==> config.mk <==
export PLATFORM = sky130hd
export DESIGN_NAME = mem_arbiter_flat
export DESIGN_NICKNAME = d
export VERILOG_FILES = /design/src/rtl/mem_arbiter_if.sv /design/src/rtl/mem_arbiter.sv /design/src/flat_wrapper.sv
export SDC_FILE = /design/constraint.sdc
export NUM_CORES = 1
export LEC_CHECK = 0
export ABC_AREA = 1
export CAP_MARGIN = 10
export CORE_AREA = 5 5 69 71
export CTS_CLUSTER_SIZE = 14
export DETAILED_ROUTE_END_ITERATION = 7
export DIE_AREA = 0 0 74 76
export MAX_ROUTING_LAYER = met4
export PLACE_DENSITY_LB_ADDON = 0.12
export SETUP_SLACK_MARGIN = 0.3
export SLEW_MARGIN = 40
export SYNTH_ARGS = -nofsm -noshare
export SYNTH_HDL_FRONTEND = slang
export SYNTH_SLANG_ARGS = --single-unit
==> constraint.sdc <==
create_clock -name clk -period 1.87 [get_ports clk]
set_input_delay 0.187 -clock clk [delete_from_list [all_inputs] [get_ports clk]]
set_output_delay 0.187 -clock clk [all_outputs]
set_load 0.01 [all_outputs]
==> src/rtl/mem_arbiter_if.sv <==
// Bus bundle between the arbiter, its two client ports (data, fetch) and the memory.
interface mem_arbiter_if;
  // data (load/store) port
  logic        d_req;
  logic        d_we;
  logic        d_byte_enable;
  logic        d_byte_select;
  logic [15:0] d_addr;
  logic [15:0] d_wdata;
  logic        d_gnt;
  logic        d_rvalid;
  logic [15:0] d_rdata;
  // instruction fetch port
  logic        i_req;
  logic [15:0] i_addr;
  logic        i_gnt;
  logic        i_rvalid;
  logic [15:0] i_rdata;
  // memory side
  logic        mem_en;
  logic        mem_we;
  logic        mem_byte_enable;
  logic        mem_byte_select;
  logic [15:0] mem_addr;
  logic [15:0] mem_wdata;
  logic [15:0] mem_data_out;
  logic        mem_wait;

  // arbiter view
  modport slave (
    input  d_req, d_we, d_byte_enable, d_byte_select, d_addr, d_wdata,
    output d_gnt, d_rvalid, d_rdata,
    input  i_req, i_addr,
    output i_gnt, i_rvalid, i_rdata,
    output mem_en, mem_we, mem_byte_enable, mem_byte_select, mem_addr, mem_wdata,
    input  mem_data_out, mem_wait
  );

  // requester/memory view
  modport master (
    output d_req, d_we, d_byte_enable, d_byte_select, d_addr, d_wdata,
    input  d_gnt, d_rvalid, d_rdata,
    output i_req, i_addr,
    input  i_gnt, i_rvalid, i_rdata,
    input  mem_en, mem_we, mem_byte_enable, mem_byte_select, mem_addr, mem_wdata,
    output mem_data_out, mem_wait
  );
endinterface

==> src/rtl/mem_arbiter.sv <==
// Two-port (data / instruction fetch) single-memory arbiter with burst-limited
// data priority and one-cycle pipelined read return routing.
module mem_arbiter #(
  parameter int unsigned BURST_LIMIT = 4
) (
  input logic         clk,
  input logic         rst,
  mem_arbiter_if.slave bus
);

  typedef enum logic {PRIO_D, PRIO_I} prio_e;

  prio_e      state_q, state_d;
  logic [2:0] burst_cnt_q, burst_cnt_d;
  logic       pend_d_q, pend_d_d;
  logic       pend_i_q, pend_i_d;
  logic       d_gnt, i_gnt;

  // Grant selection: combinational from requests, priority state and mem_wait
  always_comb begin
    d_gnt = 1'b0;
    i_gnt = 1'b0;
    if (!rst && !bus.mem_wait) begin
      if (bus.d_req && bus.i_req) begin
        if (state_q == PRIO_D) d_gnt = 1'b1;
        else                   i_gnt = 1'b1;
      end else if (bus.d_req) begin
        d_gnt = 1'b1;
      end else if (bus.i_req) begin
        i_gnt = 1'b1;
      end
    end
  end

  // Memory command mux and read-return routing
  always_comb begin
    bus.d_gnt           = d_gnt;
    bus.i_gnt           = i_gnt;
    bus.mem_en          = d_gnt | i_gnt;
    bus.mem_we          = 1'b0;
    bus.mem_byte_enable = 1'b0;
    bus.mem_byte_select = 1'b0;
    bus.mem_addr        = '0;
    bus.mem_wdata       = '0;
    if (d_gnt) begin
      bus.mem_we          = bus.d_we;
      bus.mem_byte_enable = bus.d_byte_enable;
      bus.mem_byte_select = bus.d_byte_select;
      bus.mem_addr        = bus.d_addr;
      bus.mem_wdata       = bus.d_wdata;
    end else if (i_gnt) begin
      bus.mem_addr        = bus.i_addr;
    end
    // owner flags are masked by rst so a read issued just before reset is dropped
    bus.d_rvalid = pend_d_q & ~rst;
    bus.i_rvalid = pend_i_q & ~rst;
    bus.d_rdata  = bus.d_rvalid ? bus.mem_data_out : '0;
    bus.i_rdata  = bus.i_rvalid ? bus.mem_data_out : '0;
  end

  // Next priority state, burst counter and pending-return owner
  always_comb begin
    state_d     = state_q;
    burst_cnt_d = burst_cnt_q;
    pend_d_d    = d_gnt & ~bus.d_we;
    pend_i_d    = i_gnt;

    if (i_gnt || !bus.i_req) begin
      burst_cnt_d = '0;
    end else if (d_gnt && burst_cnt_q != 3'h7) begin
      burst_cnt_d = burst_cnt_q + 3'd1;
    end

    case (state_q)
      PRIO_D: begin
        if (d_gnt && bus.i_req && (32'(burst_cnt_q) + 32'd1 == BURST_LIMIT))
          state_d = PRIO_I;
      end
      PRIO_I: begin
        if (i_gnt || !bus.i_req)
          state_d = PRIO_D;
      end
      default: state_d = PRIO_D;
    endcase
  end

  // State registers with synchronous active-high reset
  always_ff @(posedge clk) begin
    if (rst) begin
      state_q     <= PRIO_D;
      burst_cnt_q <= '0;
      pend_d_q    <= 1'b0;
      pend_i_q    <= 1'b0;
    end else begin
      state_q     <= state_d;
      burst_cnt_q <= burst_cnt_d;
      pend_d_q    <= pend_d_d;
      pend_i_q    <= pend_i_d;
    end
  end

endmodule

==> src/flat_wrapper.sv <==
// flat-port wrapper written by rule: the top's interface ports become plain ports
module mem_arbiter_flat 
#(
  parameter int unsigned BURST_LIMIT = 4
)
  (clk, rst, bus_d_req, bus_d_we, bus_d_byte_enable, bus_d_byte_select, bus_d_addr, bus_d_wdata, bus_d_gnt, bus_d_rvalid, bus_d_rdata, bus_i_req, bus_i_addr, bus_i_gnt, bus_i_rvalid, bus_i_rdata, bus_mem_en, bus_mem_we, bus_mem_byte_enable, bus_mem_byte_select, bus_mem_addr, bus_mem_wdata, bus_mem_data_out, bus_mem_wait);
  mem_arbiter_if bus_i ();
  input logic clk;
  input logic rst;
  input wire logic [$bits(bus_i.d_req)-1:0] bus_d_req;
  input wire logic [$bits(bus_i.d_we)-1:0] bus_d_we;
  input wire logic [$bits(bus_i.d_byte_enable)-1:0] bus_d_byte_enable;
  input wire logic [$bits(bus_i.d_byte_select)-1:0] bus_d_byte_select;
  input wire logic [$bits(bus_i.d_addr)-1:0] bus_d_addr;
  input wire logic [$bits(bus_i.d_wdata)-1:0] bus_d_wdata;
  output wire logic [$bits(bus_i.d_gnt)-1:0] bus_d_gnt;
  output wire logic [$bits(bus_i.d_rvalid)-1:0] bus_d_rvalid;
  output wire logic [$bits(bus_i.d_rdata)-1:0] bus_d_rdata;
  input wire logic [$bits(bus_i.i_req)-1:0] bus_i_req;
  input wire logic [$bits(bus_i.i_addr)-1:0] bus_i_addr;
  output wire logic [$bits(bus_i.i_gnt)-1:0] bus_i_gnt;
  output wire logic [$bits(bus_i.i_rvalid)-1:0] bus_i_rvalid;
  output wire logic [$bits(bus_i.i_rdata)-1:0] bus_i_rdata;
  output wire logic [$bits(bus_i.mem_en)-1:0] bus_mem_en;
  output wire logic [$bits(bus_i.mem_we)-1:0] bus_mem_we;
  output wire logic [$bits(bus_i.mem_byte_enable)-1:0] bus_mem_byte_enable;
  output wire logic [$bits(bus_i.mem_byte_select)-1:0] bus_mem_byte_select;
  output wire logic [$bits(bus_i.mem_addr)-1:0] bus_mem_addr;
  output wire logic [$bits(bus_i.mem_wdata)-1:0] bus_mem_wdata;
  input wire logic [$bits(bus_i.mem_data_out)-1:0] bus_mem_data_out;
  input wire logic [$bits(bus_i.mem_wait)-1:0] bus_mem_wait;
  assign bus_i.d_req = bus_d_req;
  assign bus_i.d_we = bus_d_we;
  assign bus_i.d_byte_enable = bus_d_byte_enable;
  assign bus_i.d_byte_select = bus_d_byte_select;
  assign bus_i.d_addr = bus_d_addr;
  assign bus_i.d_wdata = bus_d_wdata;
  assign bus_d_gnt = bus_i.d_gnt;
  assign bus_d_rvalid = bus_i.d_rvalid;
  assign bus_d_rdata = bus_i.d_rdata;
  assign bus_i.i_req = bus_i_req;
  assign bus_i.i_addr = bus_i_addr;
  assign bus_i_gnt = bus_i.i_gnt;
  assign bus_i_rvalid = bus_i.i_rvalid;
  assign bus_i_rdata = bus_i.i_rdata;
  assign bus_mem_en = bus_i.mem_en;
  assign bus_mem_we = bus_i.mem_we;
  assign bus_mem_byte_enable = bus_i.mem_byte_enable;
  assign bus_mem_byte_select = bus_i.mem_byte_select;
  assign bus_mem_addr = bus_i.mem_addr;
  assign bus_mem_wdata = bus_i.mem_wdata;
  assign bus_i.mem_data_out = bus_mem_data_out;
  assign bus_i.mem_wait = bus_mem_wait;
  mem_arbiter #(.BURST_LIMIT(BURST_LIMIT)) u_core (.clk(clk), .rst(rst), .bus(bus_i));
endmodule
==> results summary <==
The die area is 5620 sq um. Prior to clock tree synthesis, the placed netlist has a worst setup slack of -203 ps. The vias per cell is 4.04. The core outline area is 4170 sq um. For this run, the share of the core covered by cells in the final layout is 0.622. The sum of negative setup slack came out at 0 ps. For this run, the detailed router's first-pass iteration total came to 4. The average wire per standard cell is 11.8 um.

The worst register-to-register path begins at u_core.burst_cnt_q[0]. The smallest setup slack after layout came out at 220 ps. The count of cells in the finished layout, fillers not included, comes to 417. The type of the setup path with the least slack is flop to output pin. The number of diodes added for antenna fixing is 0. The number of antenna violations at the first check in global routing is 0. The worst-case IR drop observed on VDD is 0.244 mV. After synthesis, the netlist uses 16 different library cells. Setup repair after global routing could not meet its margin everywhere. The later pin in the worst-skew pair is clocked with a latency of 230 ps. Relative to the synthesized area, the layout overhead comes to 159%. The wire length after detailed routing came out at 4.94 mm. Across the run, the number of max-cap violations was 0. Row generation in the floorplan step produced 24 rows. The clock-pin slew of the registers on the worst-case setup and hold paths came out at 40 ps.

The highest cell delay on the worst timing path came out at 350 ps. The cell with the largest stage delay on the worst path is dfxtp_4. The share of the synthesized area in compound gates (AO/OA/AOI/OAI) is 0.0150. The yosys synthesis warning count is 0. After technology mapping, the gate count stands at 202. The initial utilization of the core area, before any placement, comes to 0.240.

The transition time at the pin with the least slew margin came out at 296 ps. In this run the number of H-tree levels came out at 1. After legalization and detailed placement, the total HPWL measured 4.07 mm. The remaining antenna violation count after routing is 0. The count of final max-slew check failures came out at 0. The worst path arrival time is 1460 ps.

The weighted congestion at the end of routability-driven global placement came out at 0.787. The worst-case headroom to the max-slew limit came out at 0.803. The total setup violations reported at the end of the flow is 0.

The net count of the finished layout is 442. The DRC violation count after routing is 0. The clock period could shrink to 1650 ps.

The post-synthesis share of cell area spent on xor and xnor gates came out at 0. The number of design-rule violations left by the first detailed-router iteration came out at 44. The flow ran to the end, and the final reports show no timing, DRC or antenna violations. The worst clock skew is 0.940 ps. The longest clock path from root to sink contains 2 buffers. After synthesis, the largest family of logic cells by area is simple AND/OR/NAND/NOR gates.

The I/O pin count came out at 144. The share of synthesized cell area in and, or, nand and nor gates is 0.575. The tree built by TritonCTS fans out to 6 sinks. The floorplan step set the die height to 76 um. For this run, the register share of the synthesized area comes to 0.120.

The maximum clock frequency came out at 0.606 GHz. The root buffer cell is clkbuf_8. The count of buffers inserted at the top-level ports came out at 143. The post-cts hold buffer count came out at 0. The number of global-route vias before repair is 1,612. The pin count of the biggest net entering global routing is 18. The count of buffer and inverter cells on the critical path came out at 6. The final global-route overflow total is 0.

STA classifies the critical path endpoint as an output pin. In this run the worst hold path is classified as input pin to flop. The number of nets in the synthesized netlist is 277. The total power after layout is 0.000668 W. After detailed placement, the design holds a cell count of 405.

The area of the mapped netlist came out at 1000 sq um. The count of state elements after synthesis is 6. The hold violation count in the final report came out at 0. For this run, the total global-route usage over all layers was measured as 0.173. The data required time of the critical path came out at 1680 ps.

The count of vias placed by the detailed router is 1,686. The most critical setup path has its startpoint at u_core.state_q. The leakage component of the power came out at 1.60 nW.

In this run the worst path has a maximum fanout of 5. The CTS tree is done. After synthesis, the share of cell area in mux cells is 0. The kind of cell with the highest combined delay along the critical path is buffers and inverters. The worst hold path begins at rst.

Counting stages on the worst path, the most repeated cell is buf_6. Traced cell by cell, the critical path runs through nand2_4, inv_4, nor2_4, buf_12, buf_12, buf_6, buf_6, nand2_2, nand2_2, buf_6. Dividing total power by cell area gives a power density of 257 nW/um^2. Of the cells placed in the final design, the portion with a size suffix greater than 1 is 0.263. The first global-routing pass estimated 7.58 mm of wire. Of the available clock period, the critical path in the final layout requires 0.882.

After synthesis, the mean cell area works out to 4.96 sq um. The adder and majority cell fraction of the synthesized area is 0.0375. The die is 74 um wide. STA classifies the critical path startpoint as a flop. The number of buffers added by the clock tree synthesis step is 3.
[worst register-to-register path: stages (launching register included)]
cell and delay, ps:
dfxtp_1 340, ha_1 210, ha_1 270, inv_1 50
nor2_1 80, nand2_1 50, nor2_1 80, nand2_1 50
a21oi_1 120
[cell usage after synthesis, drive strengths merged]
master	count	area [sq um]
ha	3	37.5
nor2	61	302
inv	53	201
a21oi	3	15.0
nand4	3	18.8
dfxtp	6	120
buf	6	51.3
nand2	66	250
nand3	1	5.00
[sequential cells by signal, summed over array words and instances, names as in the netlist]
| signal | count |
|---|---|
| u_core.burst_cnt_q | 3 |
| u_core.pend_d_q | 1 |
| u_core.pend_i_q | 1 |
| u_core.state_q | 1 |
[layout by cell type, fill, tap and decap left out, types with 2 or more instances in the layout]
master / n
clkdlybuf4s50_1: 67
nand2_1: 58
inv_1: 50
nor2_1: 40
dlygate4sd2_1: 38
clkbuf_2: 22
nor2_2: 17
buf_4: 14
buf_6: 9
buf_2: 8
nand2_2: 6
dfxtp_1: 5
nor2_4: 4
buf_12: 4
a21oi_1: 3
nand4_1: 3
ha_1: 3
clkbuf_8: 3
nand2_4: 2
clkdlybuf4s15_1: 2
[cell type report]
cell class / count / area (sq um)
Timing Repair inverter: 1 / 8.76
Inverter: 53 / 209
Clock buffer: 3 / 41.3
Sequential cell: 6 / 124
Fill cell: 420 / 1580
Multi-Input combinational cell: 137 / 661
Timing Repair Buffer: 165 / 1490
Tap cell: 52 / 65.1
[logic make-up (layout without fill, tap and decap cells)]
logic type,count (synthesis),count (layout)
adder cells (fa/ha/maj),3,3
AO/OA/AOI/OAI,3,3
flip-flops,6,6
buffers and inverters,59,222
AND/OR/NAND/NOR,131,131
[path summary, 6_finish.rpt]
| kind | end | slack, ps | cells past startpoint |
|---|---|---|---|
| max | bus_mem_addr[5] | 220 | 10 |
| min | u_core.state_q | 420 | 3 |
| max reg2reg | u_core.state_q | 560 | 8 |
| min reg2reg | u_core.burst_cnt_q[2] | 540 | 4 |
[timing repair]
action                     4_1_cts  5_1_grt
setup endpoints to repair       72       36
gates cloned                     2        0
buffers inserted                 7        0
gates resized for setup        130       61
pin swaps                        4        6
[metal layers]
| layer | up-vias | GRT usage | routed length, um |
|---|---|---|---|
| li1 | 888 | - | - |
| met1 | 697 | 0.178 | 1700 |
| met2 | 94 | 0.315 | 2550 |
| met3 | 7 | 0.0435 | 607 |
| met4 | 0 | 0.0489 | 72 |
| met5 | - | - | 0 |
[stage by stage]
| step | hold slack [ps] | area, sq um |
|---|---|---|
| after global placement | 525 | 2590 |
| final | 424 | 2600 |
| after CTS | 425 | 2650 |
| after detailed placement | 540 | 2590 |
| after floorplan | 256 | 1000 |
| after global routing | 443 | 2600 |
[where the power goes]
part	leakage (nW)	switching, W	internal [W]	total, W
clock	0.0216	0.0000593	0.000139	0.000198
combinational	1.52	0.000129	0.000210	0.000339
sequential	0.0494	0.00000134	0.000130	0.000131
total	1.60	0.000190	0.000478	0.000668
No activity file was read; power rests on OpenSTA's default activity.
